File: config.mk
export PLATFORM = sky130hd
export DESIGN_NAME = dff_write_arbiter
export DESIGN_NICKNAME = d
export VERILOG_FILES = /design/src/rtl/dff_arb_pkg.sv /design/src/rtl/dff_reg.sv /design/src/rtl/dff_write_arbiter.sv
export SDC_FILE = /design/constraint.sdc
export NUM_CORES = 1
export LEC_CHECK = 0
export ABC_CLOCK_PERIOD_IN_PS = 1930
export CORE_MARGIN = 5
export CORE_UTILIZATION = 30
export CTS_CLUSTER_SIZE = 10
export DETAILED_ROUTE_END_ITERATION = 10
export GPL_TIMING_DRIVEN = 1
export PLACE_DENSITY_LB_ADDON = 0.3
export SETUP_SLACK_MARGIN = 0.2
export SLEW_MARGIN = 20
export SYNTH_ARGS = -nofsm -noshare
export SYNTH_HDL_FRONTEND = slang
export SYNTH_SLANG_ARGS = --single-unit
File: constraint.sdc
create_clock -name clk -period 1.93 [get_ports clk]
set_input_delay 0.2895 -clock clk [delete_from_list [all_inputs] [get_ports clk]]
set_output_delay 0.2895 -clock clk [all_outputs]
set_load 0.05 [all_outputs]
File: src/rtl/dff_arb_pkg.sv
// Shared definitions for the shared-register write arbiter: FSM state encoding
// and its width.
package dff_arb_pkg;

  localparam int STATE_W = 2;

  typedef enum logic [STATE_W-1:0] {
    ST_IDLE  = 2'd0,
    ST_GRANT = 2'd1,
    ST_ACK   = 2'd2
  } state_e;

endpackage

File: src/rtl/dff_reg.sv
// WIDTH-bit shared state register with load enable and a complement output
// that tracks q at all times, including during reset.
module dff_reg #(
  parameter int WIDTH = 8
) (
  input  logic             clk,
  input  logic             rst,
  input  logic             load,
  input  logic [WIDTH-1:0] d,
  output logic [WIDTH-1:0] q,
  output logic [WIDTH-1:0] qnot
);

  logic [WIDTH-1:0] q_q;
  logic [WIDTH-1:0] q_d;

  always_comb begin
    q_d = q_q;
    if (load) begin
      q_d = d;
    end
  end

  always_ff @(posedge clk) begin
    if (rst) begin
      q_q <= '0;
    end else begin
      q_q <= q_d;
    end
  end

  assign q    = q_q;
  assign qnot = ~q_q;

endmodule

File: src/rtl/dff_write_arbiter.sv
// Round-robin write arbiter in front of a single shared register: each write
// runs IDLE -> GRANT -> ACK, and the register captures at the end of GRANT.
module dff_write_arbiter
  import dff_arb_pkg::*;
#(
  parameter int NREQ  = 4,
  parameter int WIDTH = 8
) (
  input  logic                    clk,
  input  logic                    rst,
  input  logic [NREQ-1:0]         req,
  input  logic [NREQ*WIDTH-1:0]   wdata,
  output logic [NREQ-1:0]         grant,
  output logic [NREQ-1:0]         ack,
  output logic [WIDTH-1:0]        q,
  output logic [WIDTH-1:0]        qnot,
  output logic                    busy,
  output logic [$clog2(NREQ)-1:0] owner
);

  localparam int IDX_W = $clog2(NREQ);
  localparam logic [IDX_W-1:0] LAST_IDX = IDX_W'(NREQ - 1);

  state_e           state_q, state_d;
  logic [IDX_W-1:0] ptr_q, ptr_d;
  logic [IDX_W-1:0] winner_q, winner_d;
  logic [IDX_W-1:0] owner_q, owner_d;
  logic [IDX_W-1:0] rr_pick;
  logic             rr_found;
  logic             load;
  logic [WIDTH-1:0] load_data;
  logic [WIDTH-1:0] slice [NREQ];

  genvar gi;
  generate
    for (gi = 0; gi < NREQ; gi++) begin : g_req
      assign slice[gi] = wdata[gi*WIDTH +: WIDTH];
      assign grant[gi] = (state_q == ST_GRANT) && (winner_q == IDX_W'(gi));
      assign ack[gi]   = (state_q == ST_ACK)   && (winner_q == IDX_W'(gi));
    end
  endgenerate

  // Search starts just after the last successful writer; the wrap is an
  // explicit compare so non-power-of-two NREQ never indexes past the end.
  always_comb begin
    logic [IDX_W-1:0] cand;
    rr_pick  = '0;
    rr_found = 1'b0;
    cand     = ptr_q;
    for (int k = 0; k < NREQ; k++) begin
      cand = (cand == LAST_IDX) ? '0 : cand + 1'b1;
      if (!rr_found && req[cand]) begin
        rr_found = 1'b1;
        rr_pick  = cand;
      end
    end
  end

  always_comb begin
    state_d  = state_q;
    ptr_d    = ptr_q;
    winner_d = winner_q;
    owner_d  = owner_q;
    load     = 1'b0;
    case (state_q)
      ST_IDLE: begin
        if (rr_found) begin
          winner_d = rr_pick;
          state_d  = ST_GRANT;
        end
      end
      ST_GRANT: begin
        // A winner that dropped req before the closing edge forfeits the slot.
        if (req[winner_q]) begin
          load    = 1'b1;
          ptr_d   = winner_q;
          owner_d = winner_q;
          state_d = ST_ACK;
        end else begin
          state_d = ST_IDLE;
        end
      end
      ST_ACK: begin
        state_d = ST_IDLE;
      end
      default: begin
        state_d = ST_IDLE;
      end
    endcase
  end

  always_ff @(posedge clk) begin
    if (rst) begin
      state_q  <= ST_IDLE;
      ptr_q    <= LAST_IDX;
      winner_q <= '0;
      owner_q  <= '0;
    end else begin
      state_q  <= state_d;
      ptr_q    <= ptr_d;
      winner_q <= winner_d;
      owner_q  <= owner_d;
    end
  end

  assign load_data = slice[winner_q];
  assign busy      = (state_q != ST_IDLE);
  assign owner     = owner_q;

  dff_reg #(
    .WIDTH(WIDTH)
  ) u_reg (
    .clk (clk),
    .rst (rst),
    .load(load),
    .d   (load_data),
    .q   (q),
    .qnot(qnot)
  );

endmodule

==> results of run 1 <==
[worst paths after layout]
kind / from / to / slack, ps / cells past startpoint
setup / recovery: owner[1]$_SDFFE_PP0P_ / owner[1] / 250 / 1
hold / removal: owner[0]$_SDFFE_PP0P_ / owner[0]$_SDFFE_PP0P_ / 500 / 2
setup reg to reg: ptr_q[0]$_SDFFE_PP1P_ / winner_q[1]$_SDFFE_PP0P_ / 270 / 5
hold reg to reg: owner[0]$_SDFFE_PP0P_ / owner[0]$_SDFFE_PP0P_ / 500 / 2
[registers in the layout, summed over array words and instances (netlist names)]
signal and count:
u_reg.q 8, owner 2, winner_q 2, ptr_q 2, state_q 2
[power breakdown]
| group | switching, uW | internal [uW] | leakage [uW] | total (uW) |
|---|---|---|---|---|
| clock network | 116 | 181 | 0.0000288 | 297 |
| logic | 486 | 432 | 0.000870 | 918 |
| registers | 33.7 | 373 | 0.000131 | 407 |
[layout make-up]
type / count / area [sq um] / share of cell area
inverter: 12 / 45.04 / 0.02076
sequential: 16 / 325.3 / 0.1499
multi-input combinational: 97 / 768.2 / 0.3541
timing repair buffer: 90 / 913.4 / 0.4210
clock buffer: 4 / 55.05 / 0.02537
tap: 50 / 62.56 / 0.02884
[cells in the mapped netlist (all sizes together), types with 5 or more instances]
cell type	instances
a21oi	5
buf	11
dfxtp	16
inv	12
mux2i	10
mux4	9
nand2	9
nand2b	5
nor2	23
nor3	5
o21ai	5
[per-layer routing]
layer,vias to the layer above,GRT usage,wire length (microns)
met5,-,0,0
met4,0,0.03018,52
met3,4,0.03967,235
met2,39,0.2344,1925
met1,594,0.1721,1576
li1,656,-,-
[stage by stage]
| step | instances | total power, uW | util | hold WS [ps] |
|---|---|---|---|---|
| after floorplan | 138 | 1008 | - | 361.9 |
| after CTS | 265 | 1609 | 0.5284 | 503.4 |
| after global placement | 261 | 1292 | 0.5119 | 456.5 |
| final | 269 | 1622 | 0.5503 | 496.5 |
| after detailed placement | 261 | 1297 | 0.5119 | 465.4 |
| after global routing | 269 | 1714 | 0.5503 | 536.7 |
[kinds of logic (layout without fill, tap and decap cells)]
kind of cell | count (synthesis) | count (layout)
AOI/OAI and AO/OA | 27 | 27
xor gates and xnor gates | 1 | 1
adders and majority gates | 1 | 1
buffers and inverters | 25 | 106
DFF | 16 | 16
muxes | 19 | 19
and+or+nand+nor | 49 | 49
[timing repair]
action,4_1_cts,5_1_grt
buffers inserted,0,4
pin swaps,0,1
setup endpoints to repair,13,30
cloned,0,0
hold endpoints to repair,0,0
gates resized for setup,10,22
==> run_results.csv, run 1 <==
group,metric,value,unit
status,status,"complete, no violations",
global_route,grt_usage,0.1376,
synthesis,synthSimpleGateAreaFrac,0.1848,
cells_and_area,mostFrequentLayoutCells,"clkdlybuf4s50_1, buf_4, nor2_1",
synthesis,synth_fp_nets,177,
detailed_routing,drtIter0Drc,61,
die,core-area,0.003943,sq mm
setup_path,path_buf_inv,1,
placed_design,gp_congestion,0.8400,
die,die-area,0.005384,sq mm
synthesis,synth_edf_count,0,
setup_path,path_max_fanout,2,
detailed_routing,drc,0,
setup_path,setup.worst_path.end_class,"output port",
synthesis,syn_inst,138,
setup_path,cp_slowest_cell,"clkdlybuf4s50_1",
sta,drv_slew,0,
die,ios,65,
sta,rsz0062_at_grt,"no",
sta,hold_violations,0,
detailed_routing,vias,1293,
global_route,gr-total-overflow,0,
placed_design,pre_cts_ws,-86.92,ps
setup_path,required,1640,ps
synthesis,post_synth_fa_ha_maj_area_fraction,0.01038,
sta,slew_headroom,0.6420,
cells_and_area,nets,259,
power,irDropWorstVdd,0.3891,mV
setup_path,critical_path.cell_chain,"clkdlybuf4s50_1",
sta,fin_crit_sh,0.8679,
clock_network,path_clk_slew,60,ps
detailed_routing,final_antenna_net_count,0,
sta,worst_pin_slew,536.1,ps
sta,tns,0,ps
global_route,grt_max_degree,16,
clock_network,htree_levels,1,
synthesis,synth_compound_area_frac,0.1641,
cells_and_area,stdcell_area,0.002170,sq mm
synthesis,ys.flop_type,"dfxtp_1",
die,die_x,73.38,microns
synthesis,synthTopCellsByArea,"dfxtp_1, mux4_2, mux2i_1",
die,initial_core_util,0.3056,
synthesis,ys_ff_latch,16,
setup_path,arrival,1390,ps
die,die_h,73.38,microns
detailed_routing,first_pass_iters,4,
clock_network,cts_tree,"built",
sta,period_needed,1675,ps
setup_path,crit_family,"buffers and inverters",
synthesis,async_reset_ff_frac,0,
cells_and_area,layout-drive-gt1-share,0.2648,
setup_path,critical_path_class,"reg -> out",
sta,fin_skew,2.477,ps
synthesis,synth_xor_area_frac,0.007269,
cells_and_area,area_delta_synth_final,80.06,%
min_path,hold_path.class,"reg -> reg",
sta,fin_ws,254.9,ps
clock_network,numCtsBuffers,3,
global_route,antenna_found_initial,0,
placed_design,dp_hpwl,3093,microns
clock_network,clk_latency,250,ps
cells_and_area,n_antenna_cell,0,
synthesis,ys_types,41,
cells_and_area,final_common_cell,"clkdlybuf4s50_1",
synthesis,muxShareOfSynthArea,0.2513,
setup_path,startpoint_type,"flop",
clock_network,hold_buffers,0,
placed_design,place_area,0.002018,sq mm
setup_path,slowest_delay,800,ps
synthesis,syn_area_per_cell,8.731,sq um
die,fp-row-count,23,
detailed_routing,wl_per_cell,14.09,microns
flow_run,maxCapViolations,0,
power,leakage,0.001030,uW
synthesis,synth.largest_area_cell,"dfxtp_1",
power,power_density,747.5,mW/mm^2
detailed_routing,wl,3789,microns
sta,max_freq,0.5970,GHz
synthesis,yosysWarnings,0,
detailed_routing,vias_per_cell,4.807,
global_route,grt_pass1_vias,1295,
clock_network,root_buffer,"clkbuf_8",
synthesis,synth-seq-area-share,0.2658,
synthesis,synth_top_family_by_area,"multiplexers",
placed_design,io_buffers,64,
global_route,grt_pass1_wl,5899,microns
cells_and_area,fillers,346,
synthesis,yosysTopAreaCellShare,0.2658,
sta,finalSetupViolations,0,
clock_network,clkSinkCount,16,
clock_network,cts_buffer_depth,2,
synthesis,syn_area,0.001205,sq mm
No activity file was read; power rests on OpenSTA's default activity.
==> inputs of run 2 (changes only) <==
REMOVE_ABC_BUFFERS = 1   (was not set)
==> run 2 against run 1 <==
Via count down 3.1%. Sequential cell count did not move. Combinational power shrank 7.5%. Worst hold slack gained 5.4 ps. Die area unchanged. Worst setup slack worse by 2.8 ps. Global-route usage down 0.59 points. Critical path type unchanged. Largest cell class unchanged. Highest routed layer unchanged.
==> run_results.csv, run 2 (synthesized netlist as in run 1, its figures left out) <==
group,metric,value,unit
setup_path,slowest_delay,800,ps
sta,finalSetupViolations,0,
clock_network,hold_buffers,0,
detailed_routing,wl_per_cell,14.07,microns
die,initial_core_util,0.3056,
cells_and_area,mostFrequentLayoutCells,"clkdlybuf4s50_1, nor2_1, dlymetal6s2s_1, dfxtp_1, buf_4",
power,pwr-share-clk,0.191,
power,p_sw,615.9,uW
min_path,hold_path.class,"reg -> reg",
cells_and_area,layout-drive-gt1-share,0.1951,
die,die_x,73.38,microns
die,die_h,73.38,microns
setup_path,cp_slowest_cell,"clkdlybuf4s50_1",
sta,slew_headroom,0.6508,
sta,period_needed,1678,ps
power,power_frac_comb,0.542,
clock_network,cts_setup_buffers,0,
setup_path,required,1640,ps
clock_network,numCtsBuffers,3,
placed_design,gp_congestion,0.8215,
die,die-area,0.005384,sq mm
power,irDropWorstVdd,0.4114,mV
detailed_routing,wl,3588,microns
cells_and_area,n_antenna_cell,0,
placed_design,dp_cells,251,
setup_path,reg2reg_to,"winner_q[1]$_SDFFE_PP0P_",
sta,rsz0062_at_grt,"no",
setup_path,critical_path_class,"reg -> out",
die,core-area,0.003943,sq mm
setup_path,setup.worst_path.end_class,"output port",
detailed_routing,vias,1253,
setup_path,reg2reg_slack,270,ps
clock_network,clk_latency,250,ps
sta,hold_violations,0,
sta,worst_pin_slew,522.2,ps
global_route,grt_max_degree,15,
min_path,min-delay-start,"owner[0]$_SDFFE_PP0P_",
setup_path,reg2reg_from,"ptr_q[0]$_SDFFE_PP1P_",
setup_path,reg2regPathDepth,5,
setup_path,critical_path.cell_chain,"clkdlybuf4s50_1",
global_route,grt_usage,0.1317,
placed_design,place_area,0.001946,sq mm
cells_and_area,stdcell_area,0.002048,sq mm
min_path,hold_path_end,"owner[0]$_SDFFE_PP0P_",
detailed_routing,first_pass_iters,4,
global_route,grt_pass1_wl,5589,microns
setup_path,arrival,1390,ps
cells_and_area,final_common_cell,"clkdlybuf4s50_1",
cells_and_area,area_delta_synth_final,69.99,%
detailed_routing,drc,0,
cells_and_area,nets,245,
cells_and_area,largest_reg_flops,8,
clock_network,root_buffer,"clkbuf_8",
clock_network,cts_tree,"built",
setup_path,path_buf_inv,1,
sta,fin_skew,2.310,ps
clock_network,path_clk_slew,60,ps
clock_network,clkSinkCount,16,
sta,max_freq,0.5960,GHz
setup_path,crit_family,"buffers and inverters",
power,leakage,0.0009584,uW
min_path,worstHoldPathCells,2,
global_route,antenna_found_initial,0,
die,ios,65,
sta,fin_crit_sh,0.8694,
global_route,gr-total-overflow,0,
placed_design,io_buffers,64,
clock_network,cts_buffer_depth,2,
status,status,"complete, no violations",
power,seqPwrFrac,0.267,
placed_design,dp_hpwl,2865,microns
global_route,grt_pass1_vias,1218,
flow_run,maxCapViolations,0,
detailed_routing,vias_per_cell,4.914,
setup_path,path_max_fanout,2,
sta,drv_slew,0,
detailed_routing,drtIter0Drc,35,
clock_network,htree_levels,1,
power,swShare,0.3932,
cells_and_area,finish.utilization,0.5195,
setup_path,startpoint_type,"flop",
detailed_routing,final_antenna_net_count,0,
setup_path,worst-path-stages,1,
power,p_int,950.6,uW
power,p_total,1567,uW
cells_and_area,fin_cells,255,
die,fp-row-count,23,
power,power_density,764.8,mW/mm^2
-- run 2: cell type report --
cell class	count	area, sq um
clock buffer	4	55.05
fill	379	1894
inverter	12	45.04
multi-input combinational	97	757.0
sequential	16	322.8
tap	50	62.56
timing repair buffer	76	805.8
-- run 2: layer usage --
layer  vias up  GRT usage  wire [microns]  share of wire
met5         -          0               0              0
met4         0    0.03018              34         0.0095
met3         5    0.03146             159          0.044
met2        28     0.2363            1941           0.54
met1       592     0.1579            1453           0.40
li1        628          -               -              -
-- run 2: how the worst max path moves through the flow --
stage	startpoint	end
after floorplan	winner_q[0]$_SDFFE_PP0P_	ack[0]
after global placement	req[1]	winner_q[1]$_SDFFE_PP0P_
after detailed placement	req[1]	winner_q[1]$_SDFFE_PP0P_
after CTS	u_reg.q[3]$_SDFFE_PP0P_	q[3]
after global routing	ptr_q[0]$_SDFFE_PP1P_	winner_q[1]$_SDFFE_PP0P_
final	owner[1]$_SDFFE_PP0P_	owner[1]
-- run 2: metrics by stage --
| stage | hold slack (ps) | worst slack, ps | TNS, ps |
|---|---|---|---|
| global route | 528.9 | 202.0 | 0 |
| CTS | 510.3 | 201.4 | 0 |
| global placement | 468.2 | -38.08 | -38.08 |
| finish | 501.9 | 252.1 | 0 |
| detailed placement | 470.1 | -29.54 | -33.09 |
| floorplan | 361.9 | -39.11 | -84.11 |
-- run 2: timing repair --
action,CTS,global route
hold endpoints to repair,0,0
pin swaps,0,2
gates resized for setup,9,15
setup endpoints to repair,8,18
-- run 2: power by group through the flow --
stage          clock [uW]  combinational [uW]  sequential, uW
6_report              300                 849             418
5_1_grt               330                 911             426
4_1_cts               314                 856             418
3_5_place_dp            0                 847             421
3_3_place_gp            0                 846             421
2_1_floorplan           0                 434             512
==> inputs of run 3 (changes only) <==
==> constraint.sdc (replaced) <==
create_clock -name clk -period 1.93 [get_ports clk]
set_input_delay 0.193 -clock clk [delete_from_list [all_inputs] [get_ports clk]]
set_output_delay 0.193 -clock clk [all_outputs]
set_load 0.05 [all_outputs]
==> run 3 against run 2 <==
Non-clock buffer count rose by 2. Critical path depth rose by 4. Total power rose by 1.6%. Worst hold slack got worse by 1.5 ps. Fmax barely moved. Sequential share of layout area rose by 0.14 points. Core utilization fell by 0.25 points. Global-route usage rose by 0.35 points. Wire length barely moved. Largest power group unchanged. Worst setup slack barely moved. Combinational power rose by 4.1%.
==> run_results.csv, run 3 (synthesized netlist as in run 1, its figures left out) <==
group,metric,value,unit
setup_path,startpoint_type,"flop",
clock_network,path_clk_slew,70,ps
sta,finalSetupViolations,0,
die,core-area,0.003943,sq mm
detailed_routing,vias_per_cell,4.914,
global_route,grt_usage,0.1352,
cells_and_area,layout-drive-gt1-share,0.1981,
sta,hold_violations,0,
status,status,"complete, no violations",
cells_and_area,final_common_cell,"clkdlybuf4s50_1",
setup_path,critical_path_class,"reg -> reg",
clock_network,root_buffer,"clkbuf_8",
global_route,grt_max_degree,17,
clock_network,cts_setup_buffers,0,
setup_path,setup.worst_path.end_class,"flop",
clock_network,cts_buffer_depth,2,
setup_path,path_max_fanout,13,
clock_network,clk_latency,250,ps
die,initial_core_util,0.3056,
cells_and_area,n_antenna_cell,0,
sta,worst_pin_slew,584.5,ps
power,pwr-share-clk,0.189,
cells_and_area,mostFrequentLayoutCells,"clkdlybuf4s50_1, nor2_1, buf_4",
power,leakage,0.0008284,uW
sta,drv_slew,0,
flow_run,maxCapViolations,0,
detailed_routing,wl_per_cell,13.95,microns
setup_path,required,2030,ps
detailed_routing,vias,1263,
power,power_density,780.8,mW/mm^2
sta,rsz0062_at_grt,"no",
power,seqPwrFrac,0.256,
cells_and_area,nets,247,
clock_network,htree_levels,1,
global_route,gr-total-overflow,0,
global_route,antenna_found_initial,0,
detailed_routing,final_antenna_net_count,0,
die,die_h,73.38,microns
power,irDropWorstVdd,0.4644,mV
min_path,hold_path.class,"reg -> reg",
detailed_routing,drtIter0Drc,37,
sta,tns,0,ps
power,swShare,0.3909,
setup_path,arrival,1780,ps
detailed_routing,drc,0,
die,fp-row-count,23,
detailed_routing,first_pass_iters,4,
placed_design,io_buffers,64,
sta,period_needed,1678,ps
sta,hold_ws,500.4,ps
detailed_routing,wl,3586,microns
power,p_int,969.4,uW
die,die-area,0.005384,sq mm
sta,max_freq,0.5959,GHz
cells_and_area,stdcell_area,0.002038,sq mm
die,die_x,73.38,microns
cells_and_area,area_delta_synth_final,69.16,%
global_route,grt_pass1_vias,1272,
sta,fin_skew,2.511,ps
sta,fin_crit_sh,0.8696,
global_route,grt_pass1_wl,5782,microns
placed_design,place_area,0.001961,sq mm
die,ios,65,
clock_network,clkSinkCount,16,
placed_design,dp_hpwl,2934,microns
sta,slew_headroom,0.6091,
cells_and_area,largest_reg_flops,8,
placed_design,gp_congestion,0.8008,
clock_network,cts_tree,"built",
power,power_frac_comb,0.555,
power,p_sw,622.1,uW
clock_network,hold_buffers,0,
clock_network,numCtsBuffers,3,
-- run 3: changes by cell type in the layout (fill, tap and decap cells not counted), sizes merged --
cell           change
dlymetal6s2s      -14
buf                +2
clkdlybuf4s50     +18
dlygate4sd2        -4
-- run 3: repair_timing --
action | CTS | global route
setup endpoints to repair | 2 | 1
endpoints found under the hold margin | 0 | 0
resized for setup | 2 | 5
-- run 3: per-stage QoR --
step / setup slack, ps / total power, uW / util / instances
6_report: 251.7 / 1592 / 0.5170 / 257
4_1_cts: 181.0 / 1591 / 0.5116 / 257
3_3_place_gp: 71.08 / 1279 / 0.4973 / 253
2_1_floorplan: -5.887 / 946.9 / - / 125
3_5_place_dp: 41.77 / 1282 / 0.4973 / 253
5_1_grt: 210.7 / 1687 / 0.5170 / 257
-- run 3: final timing paths --
path	from	to	slack [ps]	depth (start not counted)
max	ptr_q[0]$_SDFFE_PP1P_	winner_q[1]$_SDFFE_PP0P_	250	5
min	owner[1]$_SDFFE_PP0P_	owner[1]$_SDFFE_PP0P_	500	2
max reg2reg	ptr_q[0]$_SDFFE_PP1P_	winner_q[1]$_SDFFE_PP0P_	250	5
min reg2reg	owner[1]$_SDFFE_PP0P_	owner[1]$_SDFFE_PP0P_	500	2
-- run 3: final cells by class --
| type | instances | area (sq um) |
|---|---|---|
| timing repair buffer | 78 | 794.5 |
| clock buffer | 4 | 55.05 |
| multi-input combinational | 97 | 757.0 |
| sequential | 16 | 324.1 |
| tap | 50 | 62.56 |
| fill | 359 | 1904 |
| inverter | 12 | 45.04 |
-- run 3: metal layers --
layer | track usage | vias to the layer above | part of all wire
met5 | 0 | - | 0
met3 | 0.03557 | 6 | 0.040
li1 | - | 632 | -
met4 | 0.03823 | 0 | 0.020
met1 | 0.1573 | 588 | 0.41
met2 | 0.2423 | 37 | 0.53
-- run 3: power groups by stage --
| stage | registers [uW] | logic (uW) | clock network, uW |
|---|---|---|---|
| floorplan | 512 | 434 | 0 |
| global placement | 410 | 869 | 0 |
| detailed placement | 410 | 872 | 0 |
| CTS | 404 | 876 | 311 |
| global route | 414 | 949 | 324 |
| finish | 407 | 884 | 300 |
-- run 3: worst max-delay path: stages (launching register included) --
cell,delay [ps]
dfxtp_4,370
buf_8,140
mux4_2,500
a311o_1,290
o21ai_1,150
a221oi_1,80
